`src/rtl/ipq_fetch_if.sv`:
```
// rtl/ipq_fetch_if.sv - fetch unit bundle: BCU prefetch queue, branch redirect, opcode classifier, EU record
interface ipq_fetch_if;
  logic [7:0][7:0] ipq;
  logic [3:0]      ipq_len;
  logic [15:0]     ipq_head;
  logic            pfp_set;
  logic            branch_req;
  logic [15:0]     branch_ip;
  logic [7:0]      op_out;
  logic            cls_modrm;
  logic [1:0]      cls_imm;
  logic            instr_valid;
  logic            instr_ready;
  logic [15:0]     instr_ip;
  logic [3:0]      instr_len;
  logic [2:0]      seg_ovr;
  logic [2:0]      rep_pfx;
  logic            lock_pfx;
  logic [7:0]      modrm;
  logic [15:0]     disp;
  logic [15:0]     imm;
  logic            pfx_fault;

  modport master (
    input  ipq, ipq_len, branch_req, branch_ip, cls_modrm, cls_imm, instr_ready,
    output ipq_head, pfp_set, op_out, instr_valid, instr_ip, instr_len,
           seg_ovr, rep_pfx, lock_pfx, modrm, disp, imm, pfx_fault
  );

  modport slave (
    output ipq, ipq_len, branch_req, branch_ip, cls_modrm, cls_imm, instr_ready,
    input  ipq_head, pfp_set, op_out, instr_valid, instr_ip, instr_len,
           seg_ovr, rep_pfx, lock_pfx, modrm, disp, imm, pfx_fault
  );
endinterface

```
`src/rtl/ipq_fetch_unit.sv`:
```
// rtl/ipq_fetch_unit.sv - instruction fetch: consumes the prefetch queue one byte per ce_1 step
// and assembles prefixes, opcode, ModR/M, displacement and immediate into one record.
module ipq_fetch_unit #(
  parameter logic [15:0] RESET_IP = 16'h0000,
  parameter int          PFX_MAX  = 4
) (
  input logic        clk,
  input logic        reset,
  input logic        ce_1,
  ipq_fetch_if.master bus
);

  typedef enum logic [2:0] {S_OP, S_MODRM, S_DLO, S_DHI, S_ILO, S_IHI, S_HOLD} state_t;
  state_t state, state_d;

  logic [15:0] head_q;
  logic        pfp_q;
  logic        fault_q;
  logic [15:0] ip_q;
  logic [3:0]  len_q;
  logic [2:0]  seg_q;
  logic [2:0]  rep_q;
  logic        lock_q;
  logic [7:0]  op_q;
  logic [7:0]  modrm_q;
  logic [15:0] disp_q;
  logic [15:0] imm_q;
  logic [3:0]  pfx_cnt;
  logic [1:0]  isz_q;
  logic [1:0]  dsz_q;

  logic [7:0] b;
  logic       take;
  logic       clr;
  logic       is_seg;
  logic       is_rep;
  logic       is_lock;
  logic       is_pfx;
  logic [1:0] cls_isz;
  logic [1:0] mrm_dsz;

  always_comb begin
    b       = bus.ipq[head_q[2:0]];
    take    = ce_1 && !bus.branch_req && !pfp_q && (bus.ipq_len != 4'd0) && (state != S_HOLD);
    clr     = ce_1 && (bus.branch_req || ((state == S_HOLD) && bus.instr_ready));
    is_seg  = b inside {8'h26, 8'h2E, 8'h36, 8'h3E};
    is_rep  = b inside {8'hF2, 8'hF3, 8'h64, 8'h65};
    is_lock = (b == 8'hF0);
    is_pfx  = is_seg || is_rep || is_lock;
    cls_isz = (bus.cls_imm == 2'd3) ? 2'd0 : bus.cls_imm;
    case (b[7:6])
      2'b00:   mrm_dsz = (b[2:0] == 3'b110) ? 2'd2 : 2'd0;
      2'b01:   mrm_dsz = 2'd1;
      2'b10:   mrm_dsz = 2'd2;
      default: mrm_dsz = 2'd0;
    endcase
  end

  always_ff @(posedge clk) begin
    if (reset) state <= S_OP;
    else       state <= state_d;
  end

  always_comb begin
    state_d = state;
    if (ce_1 && bus.branch_req) begin
      state_d = S_OP;
    end else if (ce_1 && (state == S_HOLD)) begin
      if (bus.instr_ready) state_d = S_OP;
    end else if (take) begin
      case (state)
        S_OP:    if (!is_pfx) state_d = bus.cls_modrm ? S_MODRM : (cls_isz != 2'd0) ? S_ILO : S_HOLD;
        S_MODRM: state_d = (mrm_dsz != 2'd0) ? S_DLO : (isz_q != 2'd0) ? S_ILO : S_HOLD;
        S_DLO:   state_d = (dsz_q == 2'd2) ? S_DHI : (isz_q != 2'd0) ? S_ILO : S_HOLD;
        S_DHI:   state_d = (isz_q != 2'd0) ? S_ILO : S_HOLD;
        S_ILO:   state_d = (isz_q == 2'd2) ? S_IHI : S_HOLD;
        S_IHI:   state_d = S_HOLD;
        default: state_d = S_OP;
      endcase
    end
  end

  // pfp_set drops on the first ce_1 after it was raised; no byte is taken while it is high
  always_ff @(posedge clk) begin
    if (reset) begin
      head_q  <= RESET_IP;
      pfp_q   <= 1'b1;
      fault_q <= 1'b0;
    end else if (ce_1) begin
      pfp_q <= bus.branch_req;
      if (bus.branch_req)
        head_q <= bus.branch_ip;
      else if (take)
        head_q <= head_q + 16'd1;
      if (take && (state == S_OP) && is_pfx && (int'(pfx_cnt) >= PFX_MAX))
        fault_q <= 1'b1;
    end
  end

  always_ff @(posedge clk) begin
    if (reset || clr) begin
      ip_q    <= 16'd0;
      len_q   <= 4'd0;
      seg_q   <= 3'd0;
      rep_q   <= 3'd0;
      lock_q  <= 1'b0;
      op_q    <= 8'd0;
      modrm_q <= 8'd0;
      disp_q  <= 16'd0;
      imm_q   <= 16'd0;
      pfx_cnt <= 4'd0;
      isz_q   <= 2'd0;
      dsz_q   <= 2'd0;
    end else if (take) begin
      len_q <= (len_q == 4'hF) ? len_q : len_q + 4'd1;
      case (state)
        S_OP: begin
          if (len_q == 4'd0) ip_q <= head_q;
          if (is_pfx) begin
            if (pfx_cnt != 4'hF) pfx_cnt <= pfx_cnt + 4'd1;
            if (is_seg)  seg_q  <= {1'b1, b[4:3]};
            if (is_rep)  rep_q  <= {1'b1, ~b[7], b[0]};
            if (is_lock) lock_q <= 1'b1;
          end else begin
            op_q  <= b;
            isz_q <= cls_isz;
          end
        end
        S_MODRM: begin
          modrm_q <= b;
          dsz_q   <= mrm_dsz;
        end
        S_DLO:   disp_q       <= {{8{b[7]}}, b};
        S_DHI:   disp_q[15:8] <= b;
        S_ILO:   imm_q        <= {8'd0, b};
        S_IHI:   imm_q[15:8]  <= b;
        default: ;
      endcase
    end
  end

  // While waiting for the opcode the classifier sees the candidate byte so it can answer this step
  assign bus.op_out      = (state == S_OP) ? b : op_q;
  assign bus.ipq_head    = head_q;
  assign bus.pfp_set     = pfp_q;
  assign bus.instr_valid = (state == S_HOLD);
  assign bus.instr_ip    = ip_q;
  assign bus.instr_len   = len_q;
  assign bus.seg_ovr     = seg_q;
  assign bus.rep_pfx     = rep_q;
  assign bus.lock_pfx    = lock_q;
  assign bus.modrm       = modrm_q;
  assign bus.disp        = disp_q;
  assign bus.imm         = imm_q;
  assign bus.pfx_fault   = fault_q;

endmodule

```
`src/flat_wrapper.sv`:
```
// flat-port wrapper written by rule: the top's interface ports become plain ports
module ipq_fetch_unit_flat 
#(
  parameter logic [15:0] RESET_IP = 16'h0000,
  parameter int          PFX_MAX  = 4
)
  (clk, reset, ce_1, bus_ipq, bus_ipq_len, bus_branch_req, bus_branch_ip, bus_cls_modrm, bus_cls_imm, bus_instr_ready, bus_ipq_head, bus_pfp_set, bus_op_out, bus_instr_valid, bus_instr_ip, bus_instr_len, bus_seg_ovr, bus_rep_pfx, bus_lock_pfx, bus_modrm, bus_disp, bus_imm, bus_pfx_fault);
  ipq_fetch_if bus_i ();
  input logic clk;
  input logic reset;
  input logic ce_1;
  input wire logic [$bits(bus_i.ipq)-1:0] bus_ipq;
  input wire logic [$bits(bus_i.ipq_len)-1:0] bus_ipq_len;
  input wire logic [$bits(bus_i.branch_req)-1:0] bus_branch_req;
  input wire logic [$bits(bus_i.branch_ip)-1:0] bus_branch_ip;
  input wire logic [$bits(bus_i.cls_modrm)-1:0] bus_cls_modrm;
  input wire logic [$bits(bus_i.cls_imm)-1:0] bus_cls_imm;
  input wire logic [$bits(bus_i.instr_ready)-1:0] bus_instr_ready;
  output wire logic [$bits(bus_i.ipq_head)-1:0] bus_ipq_head;
  output wire logic [$bits(bus_i.pfp_set)-1:0] bus_pfp_set;
  output wire logic [$bits(bus_i.op_out)-1:0] bus_op_out;
  output wire logic [$bits(bus_i.instr_valid)-1:0] bus_instr_valid;
  output wire logic [$bits(bus_i.instr_ip)-1:0] bus_instr_ip;
  output wire logic [$bits(bus_i.instr_len)-1:0] bus_instr_len;
  output wire logic [$bits(bus_i.seg_ovr)-1:0] bus_seg_ovr;
  output wire logic [$bits(bus_i.rep_pfx)-1:0] bus_rep_pfx;
  output wire logic [$bits(bus_i.lock_pfx)-1:0] bus_lock_pfx;
  output wire logic [$bits(bus_i.modrm)-1:0] bus_modrm;
  output wire logic [$bits(bus_i.disp)-1:0] bus_disp;
  output wire logic [$bits(bus_i.imm)-1:0] bus_imm;
  output wire logic [$bits(bus_i.pfx_fault)-1:0] bus_pfx_fault;
  assign bus_i.ipq = bus_ipq;
  assign bus_i.ipq_len = bus_ipq_len;
  assign bus_i.branch_req = bus_branch_req;
  assign bus_i.branch_ip = bus_branch_ip;
  assign bus_i.cls_modrm = bus_cls_modrm;
  assign bus_i.cls_imm = bus_cls_imm;
  assign bus_i.instr_ready = bus_instr_ready;
  assign bus_ipq_head = bus_i.ipq_head;
  assign bus_pfp_set = bus_i.pfp_set;
  assign bus_op_out = bus_i.op_out;
  assign bus_instr_valid = bus_i.instr_valid;
  assign bus_instr_ip = bus_i.instr_ip;
  assign bus_instr_len = bus_i.instr_len;
  assign bus_seg_ovr = bus_i.seg_ovr;
  assign bus_rep_pfx = bus_i.rep_pfx;
  assign bus_lock_pfx = bus_i.lock_pfx;
  assign bus_modrm = bus_i.modrm;
  assign bus_disp = bus_i.disp;
  assign bus_imm = bus_i.imm;
  assign bus_pfx_fault = bus_i.pfx_fault;
  ipq_fetch_unit #(.RESET_IP(RESET_IP), .PFX_MAX(PFX_MAX)) u_core (.clk(clk), .reset(reset), .ce_1(ce_1), .bus(bus_i));
endmodule
```
`config.mk`:
```
export PLATFORM = sky130hd
export DESIGN_NAME = ipq_fetch_unit_flat
export DESIGN_NICKNAME = d
export VERILOG_FILES = /design/src/rtl/ipq_fetch_if.sv /design/src/rtl/ipq_fetch_unit.sv /design/src/flat_wrapper.sv
export SDC_FILE = /design/constraint.sdc
export NUM_CORES = 1
export LEC_CHECK = 0
export CAP_MARGIN = 20
export CORE_MARGIN = 2
export CORE_UTILIZATION = 46
export DETAILED_ROUTE_END_ITERATION = 10
export PLACE_DENSITY = 0.84
export REMOVE_ABC_BUFFERS = 1
export SYNTH_ARGS = -nofsm -noshare
export SYNTH_HDL_FRONTEND = slang
export SYNTH_SLANG_ARGS = --single-unit
```
`constraint.sdc`:
```
create_clock -name clk -period 3.2 [get_ports clk]
set_input_delay 0.48 -clock clk [delete_from_list [all_inputs] [get_ports clk]]
set_output_delay 0.48 -clock clk [all_outputs]
set_load 0.01 [all_outputs]
```
==> reports/results.txt <==
Status: complete, no violations
Async set or reset register ratio after synthesis: 0
Die W: 112 µm
Gp weighted congestion: 0.872
Seq/Total Area, Yosys: 0.389
Fin Hold WS: 0.453 ns
Yosys top cell area share: 0.389
# rows: 39
Via count of the first global-routing pass: 5384
Worst Skew: 0.00784 ns
Worst Hold Depth: 2
Wire per inst: 18.0 µm
# H-tree levels: 3
CP Max Fanout: 17
DPL Wire Length: 12300 µm
Fillers: 899
Routing usage on met3: 0.0659
FF-to-FF path depth: 6
Worst Path Arrival: 2.59 ns
Total global-route track usage: 0.266
Worst-Margin Slew: 0.993 ns
Hold Path Origin: u_core.bus.instr_ip[7]
Slowest stage delay, CP: 0.81 ns
Worst path required time: 2.72 ns
Die Height: 112 µm
R2r setup slk: 0.37 ns
Max VDD drop: 0.315 mV
Slowest-stage cell, CP: dfxtp_1
Fin crit share: 0.958
GRT Residual Overflow: 0
CTS tree: done
DRT antenna net count: 0
RSZ-0062 raised after global routing: no
# setup viols final: 0
Final non-filler cell area: 7720 µm²
Initial core utilization: 0.471
Initial antenna violation count: 0
Startpoint types: register
Syn Inst Count: 605
Crit path cell chain: mux4_2 -> mux2i_1 -> buf_12 -> a21oi_1 -> clkdlybuf4s50_1
Core ar.: 11400 µm²
Max Cap Viol: 0
R2R Path End: u_core.pfx_cnt[2]
I/O Pins: 186
Avg Synthesized Cell Area: 8.86 µm²
Setup TNS: 0 ns
Max Fclk: 326 MHz
Dpl cell area: 7400 µm²
CTS Buffer Depth: 2
Busiest grt layer: met2
DR vias: 5361
Yosys reg bits: 104
Sequential Area: 2080 µm²
M1 GR Usage: 0.332
Ys flop type: dfxtp_1
GR Layer Usage met2: 0.455
DR pass1 iterations: 5
Distinct cells, synth: 72
Clk slew on worst S/H paths: 0.07 ns
Power density over the cells: 404 nW/µm²
Synth Warn #: 0
Port Buf Inserts: 185
Placed Cells: 914
Clock Latency Late Sink: 0.35 ns
CTS Buf Count: 9
Area leader, netlist: dfxtp_1
# nets final: 880
Final Non-Filler Cells: 930
Final wirelength: 16800 µm
Slew Viols, Final: 0
Largest cells by area after synthesis: dfxtp_1 (39%), mux4_2 (6.7%), a21oi_1 (5.2%)
DRC viols: 0
Hold WC Path Type: register to register
Worst setup EP type: output pin
Initial DRC Count: 427
Largest net degree at the start of global routing: 40
Hold_buf cts: 0
WS Path Type: register to output pin
First-pass GRT wire length: 27100 µm
Final Hold Fails: 0
Leak: 2.64 nW
Crit path launch: u_core.bus.ipq_head[2]
Minimum clock period: 3.07 ns
Die area: 12500 µm²
Ant diodes: 0
RR Startpoint: u_core.bus.ipq_head[2]
Relative slew margins: 0.336
Clock Sinks: 104
Synth Cell Area: 5360 µm²
Number of synthesized flops with an enable pin: 0
Footprint of the multi-input gates: 2970 µm²
Fraction of layout cells with a size suffix above 1: 0.126
Min-Delay Endpoint: u_core.bus.instr_ip[7]
Area growth from synthesis to final layout: 44.2%
Root Driver: clkbuf_16
Via density per instance: 5.76
## through the flow
| stage | power, mW | worst slack, ns | utilization |
|---|---|---|---|
| 2_1_floorplan | 1.64 | -0.401 | - |
| 3_3_place_gp | 1.96 | 0.220 | 0.651 |
| 3_5_place_dp | 1.97 | 0.227 | 0.651 |
| 4_1_cts | 3.13 | 0.0105 | 0.679 |
| 5_1_grt | 3.23 | 0.0539 | 0.679 |
| 6_report | 3.12 | 0.134 | 0.679 |
## flip-flops by register name (all words and copies together), names as in the netlist, 4 cells and up
name                  count
u_core.pfx_cnt            4
u_core.bus.disp          16
u_core.bus.ipq_head      16
u_core.bus.modrm          8
u_core.op_q               8
u_core.bus.imm           16
u_core.bus.instr_ip      16
u_core.bus.instr_len      4
## layout by cell type (no fill, tap or decap), types with 3 or more instances in the layout
| cell | synthesis | layout |
|---|---|---|
| o31ai_1 | 5 | 5 |
| nor2b_1 | 12 | 12 |
| ha_1 | 6 | 6 |
| and2_1 | 4 | 4 |
| o21ai_0 | 18 | 18 |
| nor3b_1 | 3 | 3 |
| nor2_1 | 64 | 64 |
| o221a_2 | 7 | 7 |
| nand3b_1 | 7 | 7 |
| clkdlybuf4s50_1 | 0 | 185 |
| nor3_1 | 11 | 10 |
| inv_6 | 0 | 3 |
| nand2b_1 | 4 | 4 |
| a211oi_2 | 7 | 7 |
| a21oi_1 | 56 | 56 |
| nand3_1 | 14 | 14 |
| dfxtp_1 | 104 | 102 |
| buf_4 | 1 | 28 |
| inv_1 | 19 | 19 |
| and3_1 | 8 | 8 |
| nand2_1 | 64 | 64 |
| o211ai_1 | 5 | 5 |
| mux4_2 | 16 | 16 |
| a211oi_1 | 31 | 31 |
| nand4_1 | 6 | 6 |
| a31oi_1 | 10 | 10 |
| mux2i_1 | 13 | 13 |
| xnor2_1 | 6 | 6 |
| clkbuf_16 | 0 | 9 |
## what timing repair did
item,4_1_cts,5_1_grt
resized for setup,0,2
setup endpoints to repair,0,7
buffers inserted,0,0
## logic make-up (layout without fill, tap and decap cells)
group,count (synthesis),in the layout,share of synthesized area
flip-flops,104,104,0.389
AO/OA/AOI/OAI,167,167,0.217
multiplexers,35,35,0.110
adder cells (fa/ha/maj),6,6,0.0140
AND/OR/NAND/NOR,217,217,0.199
XOR/XNOR,8,8,0.0131
buffers and inverters,68,250,0.0582
## final cells by class
| class | instances | share of cell area |
|---|---|---|
| multi-input cells | 433 | 0.385 |
| repair buffers | 215 | 0.272 |
| flip-flops and latches | 104 | 0.270 |
| clock buffers | 9 | 0.0292 |
| well taps | 143 | 0.0232 |
| clock inverters | 7 | 0.0120 |
| inverters | 19 | 0.00923 |
## where the power goes
group	leakage, nW	switching [mW]	internal, mW	total (mW)
clock network	0.156	0.538	0.629	1.17
logic	1.65	0.281	0.323	0.604
registers	0.841	0.0368	1.31	1.35
## critical path, delay by kind of cell, from the launching register on
kind	cells	cell delay (ns)
mux	2	0.66
flops	1	0.81
buf+inv	2	0.69
compound gates	1	0.08
## cell usage after synthesis, drive strengths merged, types with 8 or more instances
| master | instances |
|---|---|
| nand3 | 14 |
| dfxtp | 104 |
| clkbuf | 34 |
| nor2 | 65 |
| buf | 15 |
| mux4 | 16 |
| a211oi | 38 |
| inv | 19 |
| a31oi | 10 |
| mux2i | 17 |
| o21ai | 20 |
| nand2 | 64 |
| nor3 | 12 |
| and3 | 8 |
| nor2b | 12 |
| a21oi | 57 |
## worst max path at each step
stage	endpoint
after floorplan	u_core.pfx_cnt[2]
after global placement	u_core.pfx_cnt[2]
after detailed placement	u_core.pfx_cnt[2]
after CTS	bus_op_out[6]
after global routing	bus_op_out[6]
final	bus_op_out[6]
## per-layer routing
layer  part of all wire  wire, µm  vias up
met1               0.41      6880     2560
met5                  0         0        -
li1                   -         -     2547
met3              0.069      1160       26
met2               0.50      8440      228
met4              0.017       281        0
(Power assumes the default switching activity.)
